<file path="src/rtl/dual_tick_sched.sv">
// dual_tick_sched: single-clock scheduler producing two independent programmable tick
// streams with per-run strobe counters. It has a config handshake, start/stop control and
// an optional stream-1 burst limit.
// Optional feature: define DUAL_TICK_SKEW_EN to add cfg_skew2, which delays stream 2.
module dual_tick_sched #(
    parameter int unsigned CNT_W = 32,
    parameter int unsigned DIV_W = 8
) (
    input  logic             clk,
    input  logic             rst_n,
    input  logic             cfg_valid,
    output logic             cfg_ready,
    input  logic [DIV_W-1:0] cfg_div1,
    input  logic [DIV_W-1:0] cfg_div2,
    input  logic [CNT_W-1:0] cfg_burst,
`ifdef DUAL_TICK_SKEW_EN
    input  logic [DIV_W-1:0] cfg_skew2,
`endif
    input  logic             start,
    input  logic             stop,
    output logic             busy,
    output logic             done,
    output logic             tick1,
    output logic             tick2,
    output logic [CNT_W-1:0] count1,
    output logic [CNT_W-1:0] count2
);

    typedef enum logic [1:0] {StIdle, StRun, StDone} state_e;

    state_e           state_q, state_d;
    logic [DIV_W-1:0] div1_q, div2_q;
    logic [DIV_W-1:0] phase1_q, phase2_q;
    logic [CNT_W-1:0] burst_q;
    logic [CNT_W-1:0] count1_q, count2_q;
    logic             tick1_q, tick2_q, done_q;

    logic             cfg_fire, start_fire, in_run, skew_wait;
    logic             fire1, fire2, burst_end, issue;
    logic [DIV_W-1:0] new_div1, new_div2;

    assign cfg_ready  = (state_q == StIdle);
    assign busy       = (state_q != StIdle);
    assign cfg_fire   = cfg_valid & cfg_ready;
    assign start_fire = start & (state_q == StIdle);
    assign in_run     = (state_q == StRun);

    // A zero divider behaves like a divider of one.
    assign new_div1 = (cfg_div1 == '0) ? DIV_W'(1) : cfg_div1;
    assign new_div2 = (cfg_div2 == '0) ? DIV_W'(1) : cfg_div2;

    assign fire1     = in_run && (phase1_q == div1_q - DIV_W'(1));
    assign fire2     = in_run && !skew_wait && (phase2_q == div2_q - DIV_W'(1));
    assign burst_end = fire1 && (burst_q != '0) && (count1_q + CNT_W'(1) == burst_q);
    // The final burst tick is issued even when stop arrives on the same edge.
    assign issue     = in_run && (burst_end || !stop);

`ifdef DUAL_TICK_SKEW_EN
    logic [DIV_W-1:0] skew2_q, skew_cnt_q, new_skew2;

    // A skew of a full period or more collapses to no skew.
    assign new_skew2 = (cfg_skew2 >= new_div2) ? '0 : cfg_skew2;
    assign skew_wait = (skew_cnt_q != '0);

    // Stream-2 skew latch and pre-roll countdown that holds phase2 at zero.
    always_ff @(posedge clk or negedge rst_n) begin
        if (!rst_n) begin
            skew2_q    <= '0;
            skew_cnt_q <= '0;
        end else begin
            if (cfg_fire) begin
                skew2_q <= new_skew2;
            end
            if (start_fire) begin
                skew_cnt_q <= cfg_fire ? new_skew2 : skew2_q;
            end else if (in_run && skew_wait) begin
                skew_cnt_q <= skew_cnt_q - DIV_W'(1);
            end
        end
    end
`else
    assign skew_wait = 1'b0;
`endif

    // State register.
    always_ff @(posedge clk or negedge rst_n) begin
        if (!rst_n) begin
            state_q <= StIdle;
        end else begin
            state_q <= state_d;
        end
    end

    // Next-state decode. DONE spends one cycle arming done and one cycle showing it, so
    // busy drops two cycles after the ending edge.
    always_comb begin
        state_d = state_q;
        unique case (state_q)
            StIdle: if (start) state_d = StRun;
            StRun:  if (burst_end || stop) state_d = StDone;
            StDone: if (done_q) state_d = StIdle;
            default: state_d = StIdle;
        endcase
    end

    // Config latch, phase counters, tick strobes, tick counters and done pulse.
    always_ff @(posedge clk or negedge rst_n) begin
        if (!rst_n) begin
            div1_q   <= DIV_W'(1);
            div2_q   <= DIV_W'(1);
            burst_q  <= '0;
            phase1_q <= '0;
            phase2_q <= '0;
            count1_q <= '0;
            count2_q <= '0;
            tick1_q  <= 1'b0;
            tick2_q  <= 1'b0;
            done_q   <= 1'b0;
        end else begin
            tick1_q <= 1'b0;
            tick2_q <= 1'b0;
            done_q  <= (state_q == StDone) && !done_q;
            if (cfg_fire) begin
                div1_q  <= new_div1;
                div2_q  <= new_div2;
                burst_q <= cfg_burst;
            end
            if (start_fire) begin
                phase1_q <= '0;
                phase2_q <= '0;
                count1_q <= '0;
                count2_q <= '0;
            end else if (issue) begin
                tick1_q <= fire1;
                tick2_q <= fire2;
                if (fire1) begin
                    phase1_q <= '0;
                    count1_q <= count1_q + CNT_W'(1);
                end else begin
                    phase1_q <= phase1_q + DIV_W'(1);
                end
                if (fire2) begin
                    phase2_q <= '0;
                    count2_q <= count2_q + CNT_W'(1);
                end else if (!skew_wait) begin
                    phase2_q <= phase2_q + DIV_W'(1);
                end
            end
        end
    end

    assign tick1  = tick1_q;
    assign tick2  = tick2_q;
    assign done   = done_q;
    assign count1 = count1_q;
    assign count2 = count2_q;

endmodule

</file>
<file path="config.mk">
export PLATFORM = sky130hd
export DESIGN_NAME = dual_tick_sched
export DESIGN_NICKNAME = d
export VERILOG_FILES = /design/src/rtl/dual_tick_sched.sv
export SDC_FILE = /design/constraint.sdc
export NUM_CORES = 1
export LEC_CHECK = 0
export BUFFER_PORTS_ARGS = -buffer_cell sky130_fd_sc_hd__clkbuf_2
export CORE_UTILIZATION = 35
export CTS_BUF_LIST = sky130_fd_sc_hd__clkbuf_8
export CTS_CLUSTER_SIZE = 14
export DETAILED_ROUTE_END_ITERATION = 10
export SKIP_LAST_GASP = 1
export SLEW_MARGIN = 10
export SYNTH_ARGS = -nofsm -noshare
export SYNTH_HDL_FRONTEND = slang
export SYNTH_SLANG_ARGS = --single-unit
</file>
<file path="constraint.sdc">
create_clock -name clk -period 3.9 [get_ports clk]
set_clock_uncertainty 0.2 [all_clocks]
set_input_delay 0.975 -clock clk [delete_from_list [all_inputs] [get_ports clk]]
set_output_delay 0.975 -clock clk [all_outputs]
set_load 0.005 [all_outputs]
</file>
==> impl_metrics.toml, run 1 <==
[run_status]
outcome = "completed"

[global_route]
first_global_vias = 6400
grt_max_degree = 65
gr-total-overflow = 0
grt_pass1_wl_um = 34800
antenna_found_initial = 0
grtUsageTotal_pct = 18.6

[cts]
cts-root-buf = "sky130_fd_sc_hd__clkbuf_8"
clk_pin_slew_ns = 0.07
htreeDepth = 4
cts.sink_count = 133
clockBufferDepth = 2
tritoncts = "done"
clk_latency_ns = 0.45
tritoncts.num_buffers = 17

[cells_and_area]
finalNetCount = 1030
post_layout_nonfiller_instances = 1269
post_route_standard_cell_area_excluding_fillers_um2 = 9630
drive_gt1_share_pct = 28.4
syn_to_final_growth_pct = 19.9
num_antenna_cells = 0

[floorplan]
dieHeight_um = 153
start_util_pct = 35.6
ioPinCount = 122
die_width_um = 153
coreArea_um2 = 22600
floorplan.rows = 55
fp.dieArea_um2 = 23600

[synth]
synthesized_instance_count = 834
ys_types = 65
synthSimpleGateAreaFrac_pct = 24.4
synth_enable_flop_cells = 0
yosysTopAreaCell = "sky130_fd_sc_hd__dfrtp_1"
synth-async-reset-ratio_pct = 100
syn-num-nets = 893
synthesis.area_um2 = 8030
synth_xor_xnor_area_share_pct = 6.98
syn_area_per_cell_um2 = 9.63
yosys_register_bits = 133
fraction_of_post_synthesis_cell_area_in_the_top_cell_type_by_area_pct = 40.8
synth_area_leaders = "sky130_fd_sc_hd__dfrtp_1 41%, sky130_fd_sc_hd__mux2_2 6.9%, sky130_fd_sc_hd__xnor2_1 4.6%, sky130_fd_sc_hd__and3_1 3.3%, sky130_fd_sc_hd__a21o_1 3.1%"
seq_area_frac_synth_pct = 41.5
synth_compound_area_share_pct = 15.7
synth_fa_ha_area_share_pct = 0.935
largest_family_of_logic_cells_by_synthesized_area = "simple AND/OR/NAND/NOR gates"
ys_warn_count = 0
synth.area.mux_share_pct = 7.37
ys_dominant_reg_cell = "sky130_fd_sc_hd__dfrtp_1"

[detailed_routing]
finalWirelength_um = 21300
post-route-drc-count = 0
routed.top_layer = "met4"
dr_wl_met2_um = 9730
first_iter_violations = 589
routed_wire_length_per_instance_um = 16.8
met3RoutedLength_um = 1030
drt_pass1_iterations = 5
final_antenna_net_count = 0
via_per_inst = 5.42
via_count = 6881
m1WireLength_um = 10400

[timing]
worst_slew_pin_slew_ns = 0.639
min_period_over_period_pct = 94.0
setup_repair_after_global_routing_missed_its_margin = "false"
setup_viol = 0
final.setup.tns_ns = 0
postLayoutSetupSlackWorst_ns = 0.236
period_minus_slack_ns = 3.66
achievable-frequency_mhz = 273
slew_viol_final = 0
finalHoldViolCount = 0
slew_headroom_pct = 57.4

[placed_design]
preCtsSetupSlack_ns = 0.219
finalWeightedCongestion = 0.800
dp_cells = 1237
port_buffers = 121
detailedPlacementHpwl_um = 15400
placedInstanceArea_um2 = 9140

[job]
number_of_maximum_capacitance_constraint_violations = 0

[worst_setup_path]
worstPathMaxFanout = 34
cp_slowest_stage_delay_ns = 0.57
required_ns = 4.08
crit_type = "reg2reg"
setup.worst_path.start_class = "flop"
setup.worst_path.end_class = "flop"
series_of_cell_instances_along_the_critical_path = "nand4_4 -> or4_4 -> or4_4 -> or3_1 -> a221oi_2 -> nand4_1 -> o22ai_2 -> buf_4 -> nor4bb_1 -> a211o_1"
cpMostUsedCell = "sky130_fd_sc_hd__or4_4"
cp_slowest_cell = "sky130_fd_sc_hd__or4_4"
cp_data_arrival_time_ns = 3.84

[worst_hold_path]
timing.hold.worst.class = "reg2reg"

[power_and_ir_drop]
worst_ir_drop_vdd_mv = 0.294
power_density_nw_per_um2 = 509
reported_leakage_power_nw = 4.58
[per-layer routing]
layer / vias up / track usage (%)
met5: - / 0
met4: 0 / 4.19
met3: 15 / 4.31
met2: 182 / 28.8
met1: 3305 / 26.4
li1: 3379 / -
[sequential cells by signal (all words and copies together), names as in the netlist]
register and count:
burst_q 32, count1 32, count2 32, div1_q 8
div2_q 8, phase1_q 8, phase2_q 8, state_q 2
done 1, tick1 1, tick2 1
[critical path, delay by kind of cell (launching register included)]
family                 cells  cell delay (ns)
flip-flops                 1             0.40
AO/OA/AOI/OAI              3             0.59
AND/OR/NAND/NOR            6             2.06
buffers and inverters      1             0.35
[where the power goes]
group,total (mW),switching (mW),internal (mW)
sequential,2.01,0.337,1.68
clock,1.40,0.561,0.839
combinational,1.48,0.726,0.758
[Yosys cell counts (6+ instances only)]
master,count
sky130_fd_sc_hd__dfrtp_1,131
sky130_fd_sc_hd__nand2_1,61
sky130_fd_sc_hd__mux2_2,49
sky130_fd_sc_hd__and3_1,42
sky130_fd_sc_hd__xnor2_1,42
sky130_fd_sc_hd__o21ai_0,39
sky130_fd_sc_hd__a21oi_1,37
sky130_fd_sc_hd__nor2_1,35
sky130_fd_sc_hd__nand3_1,34
sky130_fd_sc_hd__a21o_1,33
sky130_fd_sc_hd__nor4_1,33
sky130_fd_sc_hd__clkbuf_1,27
sky130_fd_sc_hd__nand4_1,22
sky130_fd_sc_hd__xor2_1,22
sky130_fd_sc_hd__nand2b_1,19
sky130_fd_sc_hd__a221o_1,18
sky130_fd_sc_hd__or2_2,17
sky130_fd_sc_hd__a211o_1,15
sky130_fd_sc_hd__nor2b_1,12
sky130_fd_sc_hd__nor3_1,12
sky130_fd_sc_hd__inv_1,11
sky130_fd_sc_hd__or3_1,11
sky130_fd_sc_hd__buf_2,10
sky130_fd_sc_hd__and2_1,9
sky130_fd_sc_hd__nand3b_1,7
sky130_fd_sc_hd__or4_1,7
sky130_fd_sc_hd__a31oi_1,6
sky130_fd_sc_hd__ha_1,6
[cell usage in the layout (no fill, tap or decap), types with 6 or more instances in the layout]
cell type                   instances
sky130_fd_sc_hd__dfrtp_1          130
sky130_fd_sc_hd__clkbuf_2         120
sky130_fd_sc_hd__nand2_1           61
sky130_fd_sc_hd__mux2_2            49
sky130_fd_sc_hd__and3_1            42
sky130_fd_sc_hd__xnor2_1           42
sky130_fd_sc_hd__o21ai_0           39
sky130_fd_sc_hd__buf_4             39
sky130_fd_sc_hd__a21oi_1           36
sky130_fd_sc_hd__nor2_1            35
sky130_fd_sc_hd__nand3_1           34
sky130_fd_sc_hd__a21o_1            33
sky130_fd_sc_hd__nor4_1            33
sky130_fd_sc_hd__nand4_1           22
sky130_fd_sc_hd__xor2_1            22
sky130_fd_sc_hd__nand2b_1          19
sky130_fd_sc_hd__a221o_1           18
sky130_fd_sc_hd__clkbuf_8          18
sky130_fd_sc_hd__or2_2             17
sky130_fd_sc_hd__a211o_1           15
sky130_fd_sc_hd__inv_1             12
sky130_fd_sc_hd__nor3_1            12
sky130_fd_sc_hd__nor2b_1           12
sky130_fd_sc_hd__or3_1             11
sky130_fd_sc_hd__and2_1             8
sky130_fd_sc_hd__or4_1              7
sky130_fd_sc_hd__nand3b_1           7
sky130_fd_sc_hd__a31oi_1            6
sky130_fd_sc_hd__ha_1               6
sky130_fd_sc_hd__bufinv_16          6
[per-stage QoR]
stage | util [%] | total power [mW] | hold WS, ns
after floorplan | - | 3.08 | 0.241
after global placement | 40.5 | 3.50 | 0.279
after detailed placement | 40.5 | 3.53 | 0.267
after CTS | 42.6 | 4.96 | 0.282
after global routing | 42.7 | 5.22 | 0.309
final | 42.7 | 4.90 | 0.287
[logic make-up after synthesis]
group / count (synthesis)
muxes: 53
DFF: 133
AOI/OAI and AO/OA: 178
adders and majority gates: 6
xor gates and xnor gates: 64
buffers and inverters: 56
and+or+nand+nor: 344
[final timing paths]
kind | from | end | slack, ns | cells past startpoint
setup reg to reg | count1[7] | count1[31] | 0.24 | 10
min in group asynchronous | rst_n | div2_q[2] | 0.32 | 1
hold / removal | state_q[0] | done | 0.29 | 1
hold reg to reg | state_q[0] | done | 0.29 | 1
setup / recovery | count1[7] | count1[31] | 0.24 | 10
max in group asynchronous | rst_n | count2[22] | 2.41 | 2
[area by class of cell]
class | instances | area, um^2
clock buffers | 18 | 248
clock inverters | 14 | 233
fillers | 2285 | 12900
inverters | 11 | 41.3
multi-input cells | 645 | 4450
flip-flops and latches | 133 | 3330
well taps | 285 | 357
repair buffers | 163 | 965
[timing repair]
| item | 4_1_cts | 5_1_grt |
|---|---|---|
| gates resized for setup | 0 | 2 |
| setup endpoints to repair | 0 | 3 |
| setup buffers | 0 | 0 |
| hold buffers | 0 | 0 |
(Power assumes the default switching activity.)
==> run 2: changes to the inputs <==
==> constraint.sdc (replaced) <==
create_clock -name clk -period 3.9 [get_ports clk]
set_clock_uncertainty 0.2 [all_clocks]
set_input_delay 0.78 -clock clk [delete_from_list [all_inputs] [get_ports clk]]
set_output_delay 0.78 -clock clk [all_outputs]
set_load 0.005 [all_outputs]
==> impl_metrics.toml, run 2 (synthesis gave the netlist of run 1 again) <==
[floorplan]
floorplan.rows = 55
ioPinCount = 122
start_util_pct = 35.6
die_width_um = 153
fp.dieArea_um2 = 23600
coreArea_um2 = 22600
dieHeight_um = 153

[worst_setup_path]
cp_slowest_stage_delay_ns = 0.57
required_ns = 4.09
setup.worst_path.end_class = "flop"
series_of_cell_instances_along_the_critical_path = "nand4_4 -> or4_4 -> or4_4 -> or3_1 -> a221oi_2 -> and4_2 -> a21oi_1 -> buf_4 -> nor4_1 -> a211o_1"
worstPathMaxFanout = 10
cpMostUsedCell = "sky130_fd_sc_hd__or4_4"
cp_slowest_cell = "sky130_fd_sc_hd__or4_4"
reg_to_reg_slack_setup_ns = 0.22
crit_type = "reg2reg"
setup.worst_path.start_class = "flop"
cp_data_arrival_time_ns = 3.87

[cts]
htreeDepth = 4
post-cts-setup-buffer-count = 0
postCtsResizedCells = 0
tritoncts = "done"
number_of_buffers_inserted_for_hold_repair_after_clock_tree_synthesis = 0
clk_pin_slew_ns = 0.08
tritoncts.num_buffers = 17
cts-root-buf = "sky130_fd_sc_hd__clkbuf_8"
clk_latency_ns = 0.45
cts.sink_count = 133
clockBufferDepth = 2

[cells_and_area]
drive_gt1_share_pct = 28.3
finalNetCount = 1032
final_cell_mix = "131 x sky130_fd_sc_hd__dfrtp_1, 120 x sky130_fd_sc_hd__clkbuf_2, 61 x sky130_fd_sc_hd__nand2_1"
final_core_utilization_pct = 42.3
fill_cells = 2266
syn_to_final_growth_pct = 19.0
leading_cell_type_in_the_layout_fill_and_taps_excluded = "sky130_fd_sc_hd__dfrtp_1"
num_antenna_cells = 0

[placed_design]
detailedPlacementHpwl_um = 15700
port_buffers = 121
finalWeightedCongestion = 0.846

[power_and_ir_drop]
reported_leakage_power_nw = 4.54
power_density_nw_per_um2 = 495
worst_ir_drop_vdd_mv = 0.336
power.total_mw = 4.73

[global_route]
gr-total-overflow = 0
grt_max_degree = 68
grt_pass1_wl_um = 34900
grtUsageTotal_pct = 18.6
antenna_found_initial = 0
first_global_vias = 6280

[detailed_routing]
drt_pass1_iterations = 7
final_antenna_net_count = 0
via_count = 6892
routed_wire_length_per_instance_um = 17.1
via_per_inst = 5.42
finalWirelength_um = 21700
post-route-drc-count = 0
first_iter_violations = 610

[run_status]
outcome = "completed"

[timing]
finalHoldViolCount = 0
achievable-frequency_mhz = 272
slew_viol_final = 0
slew_headroom_pct = 49.7
min_period_over_period_pct = 94.3
worst_slew_pin_slew_ns = 0.748
setup_viol = 0
setup_repair_after_global_routing_missed_its_margin = "false"
period_minus_slack_ns = 3.68
final.setup.tns_ns = 0

[worst_hold_path]
timing.hold.worst.class = "in2async"

[job]
number_of_maximum_capacitance_constraint_violations = 0
run 2: layout make-up:
type                       count  area (um^2)  share of cell area, %
timing repair buffer         165          967                   10.1
sequential                   133         3330                   34.9
inverter                      11         41.3                  0.432
clock buffer                  18          248                   2.59
tap                          285          357                   3.73
multi-input combinational    645         4450                   46.6
clock inverter                14          161                   1.69
run 2: critical path: cells and delay by family, from the launching register on:
kind | cells | cell delay (ns)
simple gates | 6 | 2.16
compound gates | 3 | 0.61
flops | 1 | 0.40
buf+inv | 1 | 0.25
run 2: report_power, final:
group / total [mW] / internal (mW) / switching, mW
sequential: 2.01 / 1.68 / 0.332
combinational: 1.50 / 0.760 / 0.739
clock: 1.22 / 0.643 / 0.577
total: 4.73 / 3.08 / 1.65
run 2: worst paths after layout:
check                               start    endpoint  cells after the start
max in group asynchronous           rst_n  burst_q[6]                      2
worst min-delay path                rst_n   div1_q[2]                      1
worst min register to register       done        done                      1
worst max-delay path            count1[5]   count1[3]                     10
min in group clk                     done        done                      1
worst max register to register  count1[5]   count1[3]                     10
run 2: routing by layer:
metal,vias up,routed length (um),global-route usage [%],share of wire [%]
li1,3372,-,-,-
met1,3365,10700,26.9,49
met2,147,10000,29.0,46
met3,8,944,3.83,4.3
met4,0,108,3.14,0.50
met5,-,0,0,0
run 2: per-stage QoR:
| stage | instances | hold WS [ns] | setup slack (ns) | area [um^2] |
|---|---|---|---|---|
| floorplan | 834 | 0.241 | 0.248 | 8030 |
| global placement | 1239 | 0.277 | 0.270 | 9150 |
| detailed placement | 1239 | 0.273 | 0.246 | 9150 |
| CTS | 1271 | 0.154 | 0.223 | 9560 |
| global route | 1271 | 0.163 | 0.0166 | 9560 |
| finish | 1271 | 0.131 | 0.221 | 9560 |
